--- config.mk ---
export PLATFORM = sky130hd
export DESIGN_NAME = irrigation_countdown_timer
export DESIGN_NICKNAME = d
export VERILOG_FILES = /design/src/rtl/timer_pkg.sv /design/src/rtl/bcd_down_digit.sv /design/src/rtl/irrigation_countdown_timer.sv
export SDC_FILE = /design/constraint.sdc
export NUM_CORES = 1
export LEC_CHECK = 0
export ABC_CLOCK_PERIOD_IN_PS = 2100
export CAP_MARGIN = 20
export CORE_ASPECT_RATIO = 0.5
export CORE_MARGIN = 5
export CORE_UTILIZATION = 30
export CTS_BUF_LIST = sky130_fd_sc_hd__clkbuf_4 sky130_fd_sc_hd__clkbuf_8
export DETAILED_ROUTE_END_ITERATION = 6
export PLACE_DENSITY = 0.53
export SYNTH_ARGS = -nofsm -noshare
export SYNTH_HDL_FRONTEND = slang
export SYNTH_SLANG_ARGS = --single-unit
--- constraint.sdc ---
create_clock -name clock -period 2.1 [get_ports clock]
set_input_delay 0.21 -clock clock [delete_from_list [all_inputs] [get_ports clock]]
set_output_delay 0.21 -clock clock [all_outputs]
set_load 0.05 [all_outputs]
--- src/rtl/timer_pkg.sv ---
// Shared types and constants for the irrigation countdown timer.
// Presets are written as 16-bit BCD MM:SS nibbles, e.g. 16'h0500 = 05:00.
package timer_pkg;

    typedef enum logic [1:0] {
        ST_IDLE = 2'd0,
        ST_RUN  = 2'd1,
        ST_HOLD = 2'd2,
        ST_DONE = 2'd3
    } timer_state_t;

    localparam logic [3:0] SU_MAX = 4'd9;
    localparam logic [2:0] SD_MAX = 3'd5;
    localparam logic [3:0] MU_MAX = 4'd9;
    localparam logic [1:0] MD_MAX = 2'd3;

    localparam logic [15:0] PRESET_SPRINKLER_DEF = 16'h0500;
    localparam logic [15:0] PRESET_DRIP_DEF      = 16'h2000;

    typedef struct packed {
        logic [1:0] md;
        logic [3:0] mu;
        logic [2:0] sd;
        logic [3:0] su;
    } bcd_time_t;

    function automatic logic bcd_is_zero(input bcd_time_t t);
        return (t.md == 2'd0) && (t.mu == 4'd0) && (t.sd == 3'd0) && (t.su == 4'd0);
    endfunction

endpackage

--- src/rtl/bcd_down_digit.sv ---
// One BCD digit of a down-counter: synchronous load, decrement on borrow_i,
// wraps 0 -> MAX and raises borrow_o so the next digit up decrements.
module bcd_down_digit #(
    parameter int unsigned    W   = 4,
    parameter logic [W-1:0]   MAX = W'(9)
) (
    input  logic         clock,
    input  logic         reset_n,
    input  logic         load_i,
    input  logic [W-1:0] load_val_i,
    input  logic         borrow_i,
    output logic [W-1:0] value_o,
    output logic         borrow_o
);

    logic [W-1:0] value_q;
    logic [W-1:0] value_d;

    // An out-of-range preset digit is clamped so the output stays legal BCD.
    always_comb begin
        value_d = value_q;
        if (load_i) begin
            value_d = (load_val_i > MAX) ? MAX : load_val_i;
        end else if (borrow_i) begin
            value_d = (value_q == '0) ? MAX : (value_q - W'(1));
        end
    end

    always_ff @(posedge clock or negedge reset_n) begin
        if (!reset_n) begin
            value_q <= '0;
        end else begin
            value_q <= value_d;
        end
    end

    assign value_o  = value_q;
    assign borrow_o = borrow_i && !load_i && (value_q == '0);

endmodule

--- src/rtl/irrigation_countdown_timer.sv ---
// MM:SS BCD countdown timer with sprinkler/drip presets, pause and expiry pulse.
//   state | meaning
//   IDLE  | after reset, count 00:00, waiting for load
//   RUN   | counting down one second per tick_1hz
//   HOLD  | paused, count frozen
//   DONE  | reached 00:00, held there until the next load
module irrigation_countdown_timer
    import timer_pkg::*;
#(
    parameter logic [15:0] PRESET_SPRINKLER = PRESET_SPRINKLER_DEF,
    parameter logic [15:0] PRESET_DRIP      = PRESET_DRIP_DEF
) (
    input  logic       clock,
    input  logic       reset_n,
    input  logic       load,
    input  logic       tick_1hz,
    input  logic       pause,
    input  logic       splinker_mode_on,
    output logic [1:0] minutes_d,
    output logic [3:0] minutes_u,
    output logic [2:0] seconds_d,
    output logic [3:0] seconds_u,
    output logic       running,
    output logic       expired
);

    localparam bcd_time_t SPR_T = '{md: PRESET_SPRINKLER[13:12], mu: PRESET_SPRINKLER[11:8],
                                    sd: PRESET_SPRINKLER[6:4],   su: PRESET_SPRINKLER[3:0]};
    localparam bcd_time_t DRP_T = '{md: PRESET_DRIP[13:12], mu: PRESET_DRIP[11:8],
                                    sd: PRESET_DRIP[6:4],   su: PRESET_DRIP[3:0]};

    timer_state_t state_q;
    logic         running_q;
    logic         expired_q;

    bcd_time_t    cnt;
    bcd_time_t    preset_sel;
    logic         cnt_zero;
    logic         cnt_one;
    logic         dec_en;
    logic         borrow_su;
    logic         borrow_sd;
    logic         borrow_mu;
    logic         borrow_md;

    assign preset_sel = splinker_mode_on ? SPR_T : DRP_T;
    assign cnt_zero   = bcd_is_zero(cnt);
    assign cnt_one    = (cnt.md == 2'd0) && (cnt.mu == 4'd0) && (cnt.sd == 3'd0) && (cnt.su == 4'd1);

    // The zero guard keeps the chain from ever wrapping below 00:00.
    assign dec_en = (state_q == ST_RUN) && tick_1hz && !pause && !load && !cnt_zero;

    bcd_down_digit #(.W(4), .MAX(SU_MAX)) u_su (
        .clock(clock), .reset_n(reset_n), .load_i(load), .load_val_i(preset_sel.su),
        .borrow_i(dec_en), .value_o(cnt.su), .borrow_o(borrow_su)
    );

    bcd_down_digit #(.W(3), .MAX(SD_MAX)) u_sd (
        .clock(clock), .reset_n(reset_n), .load_i(load), .load_val_i(preset_sel.sd),
        .borrow_i(borrow_su), .value_o(cnt.sd), .borrow_o(borrow_sd)
    );

    bcd_down_digit #(.W(4), .MAX(MU_MAX)) u_mu (
        .clock(clock), .reset_n(reset_n), .load_i(load), .load_val_i(preset_sel.mu),
        .borrow_i(borrow_sd), .value_o(cnt.mu), .borrow_o(borrow_mu)
    );

    bcd_down_digit #(.W(2), .MAX(MD_MAX)) u_md (
        .clock(clock), .reset_n(reset_n), .load_i(load), .load_val_i(preset_sel.md),
        .borrow_i(borrow_mu), .value_o(cnt.md), .borrow_o(borrow_md)
    );

    always_ff @(posedge clock or negedge reset_n) begin
        if (!reset_n) begin
            state_q   <= ST_IDLE;
            running_q <= 1'b0;
            expired_q <= 1'b0;
        end else begin
            expired_q <= 1'b0;
            if (load) begin
                state_q   <= ST_RUN;
                running_q <= 1'b1;
            end else begin
                case (state_q)
                    ST_RUN: begin
                        if (pause) begin
                            state_q   <= ST_HOLD;
                            running_q <= 1'b0;
                        end else if (tick_1hz && (cnt_one || cnt_zero)) begin
                            state_q   <= ST_DONE;
                            running_q <= 1'b0;
                            expired_q <= 1'b1;
                        end
                    end
                    ST_HOLD: begin
                        if (!pause) begin
                            state_q   <= ST_RUN;
                            running_q <= 1'b1;
                        end
                    end
                    ST_IDLE, ST_DONE: begin
                        state_q <= state_q;
                    end
                    default: begin
                        state_q   <= ST_IDLE;
                        running_q <= 1'b0;
                    end
                endcase
            end
        end
    end

    // borrow out of the tens-of-minutes digit is unreachable thanks to the zero guard
    logic unused_borrow;
    assign unused_borrow = borrow_md;

    assign minutes_d = cnt.md;
    assign minutes_u = cnt.mu;
    assign seconds_d = cnt.sd;
    assign seconds_u = cnt.su;
    assign running   = running_q;
    assign expired   = expired_q;

endmodule

Word level (Yosys, flattened, before mapping)
Cells that the tools add are included.

operators by class
  add/subtract/negate cells = 4
  order comparisons = 4
  equality and inequality tests = 7
  mux-type cells = 31
  reductions and logical operators = 32

operator list
  operator                                                number
  2-to-1 mux 4 bit                                        8
  2-to-1 mux 2 bit                                        8
  logical AND 1 bit                                       15
  2-to-1 mux 13 bit                                       1
  2-to-1 mux 3 bit                                        4
  > comparator 4 bit (second input constant)              2
  logical NOT 4 bit                                       2
  2-to-1 mux 1 bit                                        8
  nonzero test 2 bit                                      4
  subtractor 4 x 1 -> 4 bit (second input constant)       2
  AND reduction 3 bit                                     2
  == test 2 bit (second input constant)                   2
  == test 4 x 1 -> 1 bit (second input constant)          1
  logical NOT 2 bit                                       2
  inequality test 4 x 3 -> 1 bit (second input constant)  1
  one-hot mux 2 bit (2 select lines)                      1
  > comparator 3 bit (second input constant)              1
  logical NOT 1 bit                                       3
  logical NOT 3 bit                                       1
  inequality test 3 bit (second input constant)           1
  nonzero test 3 bit                                      1
  subtractor 3 x 1 -> 3 bit (second input constant)       1
  == test 2 x 1 -> 1 bit (second input constant)          1
  > comparator 2 bit (second input constant)              1
  5 further kinds                                         5

word-level totals
  register bits after elaboration = 17
  input bits = 6
  output and inout port bits = 15
  word-level logic and storage cells = 85

Depth between registers and ports, before layout
  word-level depth = 14
  depth in mapped cells = 6
  mapped depth without buffers = 6

By module
From an unflattened synthesis, not the netlist that was laid out.

unflattened totals
  cells, all modules = 115
  area, all modules = 1,126.1 sq um

by module, submodules not included
  module                      instances  cells each  area each (sq um)  sequential area each (sq um)
  bcd_down_digit at u_mu ...  2          23          247.7              100.1
  irrigation_countdown_timer  1          34          312.8              100.1
  bcd_down_digit at u_sd      1          20          190.2              75.1
  bcd_down_digit at u_md      1          15          127.6              50.0

Worst setup path before layout
OpenSTA, ideal clock, no wires.

  path type = register to register
  start = register u_su.value_q[0] (netlist: u_su.value_o[0])
  end = register u_mu.value_q[0] (netlist: u_mu.value_o[0])
  setup time = 0.124 ns
  data arrival time = 2.191 ns
  required time = 1.976 ns
  setup slack = -0.215 ns
  cell stages (with the launch flop) = 7
  path buffers = 0
  period minus slack after synthesis = 2.315 ns
  cells stage by stage = dfrtp_1 -> inv_1 -> ha_1 -> or4b_1 -> a211o_1 -> o41a_1 -> o31a_1

between the ends
  cells in the longest elaborated chain, start to end = 9

RTL lines
  element                                  RTL line                               source
  start, declared                          bcd_down_digit.sv:16                   logic [W-1:0] value_q;
  start signal, assigned                   bcd_down_digit.sv:33                   value_q <= value_d;
  logical NOT 4 bit (*)                    timer_pkg.sv:28, bcd_down_digit.sv:38
  logical AND 1 bit                        timer_pkg.sv:28                        return (t.md == 2'd0) && (t.mu == 4'd0) && (t.sd == 3'd0) && (t.su == 4'd0);
  logical NOT 1 bit                        irrigation_countdown_timer.sv:51       assign dec_en = (state_q == ST_RUN) && tick_1hz && !pause && !load && !cnt_zero;
  logical AND 1 bit                        irrigation_countdown_timer.sv:51
  logical AND 1 bit                        bcd_down_digit.sv:38                   assign borrow_o = borrow_i && !load_i && (value_q == '0);
  logical AND 1 bit (*) (3 in series)      bcd_down_digit.sv:38
  nonzero test 2 bit (no source line) (*)  n/a
  end signal, assigned                     bcd_down_digit.sv:33
  end, declared                            bcd_down_digit.sv:16

Mark *: on every way between the ends. The rest lies on a longest branch, timed or not.
A chain may end at the register's enable or synchronous reset.

Worst setup path in the final report
Ends and elaborated chain as after synthesis.

==> results.py <==
metrics = {
    "outcome": {
        "outcome": "finished clean",
    },
    "final_layout": {
        "drive_above_1_share_pct": 20.7,
        "final_design_area_no_fill_mm2": 0.00145,
        "fin_nets": 158,
        "final-seq-area_um2": 428,
        "n_fill_cell": 347,
        "multi_input_area_um2": 577,
        "antenna_cells": 0,
        "area_growth_pct": 39.1,
    },
    "synthesis": {
        "syn-instance-count": 108,
        "syn_nets": 120,
        "synth_flop_cell": "dfrtp_1",
        "synth-seq-cells": 17,
        "synth.avg_cell_area_um2": 9.63,
        "async_flop_share_pct": 100,
        "yosys_warnings": 0,
        "synth-edff-count": 0,
        "syn_area_mm2": 0.00104,
        "yosysSeqAreaShare_pct": 40.9,
        "synth_cell_types": 40,
    },
    "sta": {
        "hold_viol_final": 0,
        "setup_viol": 0,
        "slew_headroom_pct": 66.7,
        "finalClockSkew_ns": 0.00728,
        "max_freq_mhz": 501,
        "fin_crit_sh_pct": 95.0,
        "slew_violations": 0,
        "min_period_ns": 2.00,
        "rsz0062_at_grt": "false",
        "worstMarginPinSlew_ns": 0.497,
    },
    "power": {
        "ir_worst_vdd_mv": 0.361,
        "power.leakage_nw": 0.583,
        "fin_total_pwr_w": 0.00118,
        "powerDensity_mw_per_mm2": 816,
    },
    "clocking": {
        "postCtsSetupBuffers": 0,
        "clk_path_buf_depth": 2,
        "clk_pin_slew_ns": 0.07,
        "clock_latency_ns": 0.26,
        "cts.hold.buffers_added": 0,
        "htree_levels": 1,
        "clock_sinks": 17,
        "cts_inserted_buffers": 3,
        "cts_tree": "done",
        "cts_root_buf": "clkbuf_8",
        "cts-resized-gates": 0,
    },
    "critical_path": {
        "critPathTopFamily": "compound AO/OA/AOI/OAI gates",
        "cp_max_fo": 4,
        "worstPathRequired_ns": 2.25,
        "reg2reg_depth": 6,
        "crit_path_start_kind": "register",
        "cpMaxStageDelayCell": "or4b_1",
        "critical_path.max_stage_delay_ns": 0.43,
        "path_class": "register to register",
        "arrival_ns": 2.14,
        "crit_chain": "inv_2 > ha_1 > or4b_1 > a211o_1 > o41a_1 > o31a_1",
        "cp_num_buf_inv": 1,
        "worst_setup_path_end_kind": "register",
        "cp.depth": 6,
    },
    "drt": {
        "final_antenna_net_count": 0,
        "vias_per_cell": 5.03,
        "firstDrtPassIters": 4,
        "first_iter_violations": 40,
        "routedWlPerCell_um": 13.6,
        "drc": 0,
        "vias": 940,
        "wirelength_um": 2540,
    },
    "placement": {
        "gp_congestion": 0.750,
        "numPortBuffers": 20,
        "dp_hpwl_um": 1870,
        "dpl_cell_area_mm2": 0.00140,
    },
    "min_path": {
        "hold_path.class": "input port to asynchronous set/reset pin",
    },
    "grt": {
        "antenna_found_initial": 0,
        "grt_overflow": 0,
        "grt_max_degree": 19,
        "grt.total_usage_pct": 11.5,
        "grt_pass1_vias": 912,
        "grt_pass1_wl_um": 4310,
    },
    "die": {
        "fp.dieH_um": 51.6,
        "ios": 21,
        "die_area_mm2": 0.00481,
        "rows": 15,
        "die-width_um": 93.3,
        "initial_utilization_pct": 30.8,
        "core_mm2": 0.00338,
    },
    "flow_run": {
        "maxCapViolations": 0,
    },
}
metrics by stage:
stage               worst slack [ns]  cells  setup TNS, ns  hold WS, ns  utilization [%]
floorplan                    -0.0641    108        -0.0641      -0.0856                -
global placement            -0.00295    183       -0.00295        0.522             41.4
detailed placement           0.00591    183              0        0.536             41.4
CTS                           0.0917    187              0        0.282             42.8
global route                 0.00483    187              0        0.302             42.8
finish                         0.105    187              0        0.272             42.8
area by class of cell:
| type | count | share of cell area [%] |
|---|---|---|
| multi-input combinational | 81 | 39.9 |
| inverter | 8 | 2.08 |
| clock buffer | 3 | 2.85 |
| clock inverter | 1 | 0.346 |
| timing repair buffer | 35 | 21.6 |
| tap | 42 | 3.63 |
| sequential | 17 | 29.6 |
path summary, 6_finish.rpt:
check	from	end	slack, ns
max	u_su.value_o[0]	u_mu.value_o[0]	0.10
min	reset_n	u_mu.value_o[3]	0.27
max reg2reg	u_su.value_o[0]	u_mu.value_o[0]	0.10
min reg2reg	state_q[1]	state_q[1]	0.55
max in group asynchronous	reset_n	u_su.value_o[0]	1.60
min in group clock	state_q[1]	state_q[1]	0.55
synth_stat cells, types with 3 or more instances:
cell type	n	area share (%)
o21ai_0	6	2.9
dfrtp_1	17	41
o41ai_1	3	2.5
nor2_1	10	3.6
ha_1	6	7.2
a21oi_1	9	4.3
inv_1	8	2.9
nand2_1	8	2.9
state kept, by name, indices dropped and copies added, names as in the netlist:
signal and flops:
u_mu.value_o 4, u_su.value_o 4, u_sd.value_o 3, state_q 2, u_md.value_o 2, expired 1, running 1
routing by layer:
layer,vias up,global-route usage [%],share of wire [%]
met1,447,14.5,51
met3,2,2.89,2.8
met5,-,0,0
met4,0,4.14,1.1
li1,481,-,-
met2,10,19.2,45
where the power goes:
| part | switching, W | internal, W |
|---|---|---|
| logic | 0.000296 | 0.000214 |
| clock network | 0.000121 | 0.000132 |
| registers | 0.0000449 | 0.000373 |
| total | 0.000461 | 0.000719 |
cells by family (layout without fill, tap and decap cells):
family	after synthesis	in the layout	share of synthesized area [%]
XOR/XNOR	1	1	0.843
AND/OR/NAND/NOR	42	42	25.9
multiplexers	1	1	1.08
AO/OA/AOI/OAI	31	31	20.5
adder cells (fa/ha/maj)	6	6	7.22
flip-flops	17	17	40.9
buffers and inverters	10	47	3.61
cells in the final DEF, fill, tap and decap left out, types with 2 or more instances in the layout:
master and instances:
nand4bb_1 2, o31a_1 2, a31oi_1 2, ha_1 6, dfrtp_1 15, dfrtp_2 2, inv_1 6, inv_2 2
nand2_1 8, buf_4 15, nor2_1 10, clkbuf_8 3, a21oi_1 9, o21ai_0 6, o41ai_1 3, nand3_1 2
nor4b_1 2, or2_2 2, nand4_1 2, clkdlybuf4s50_1 20, nand2b_1 2
Note: power is estimated with default switching activity, not from simulation.
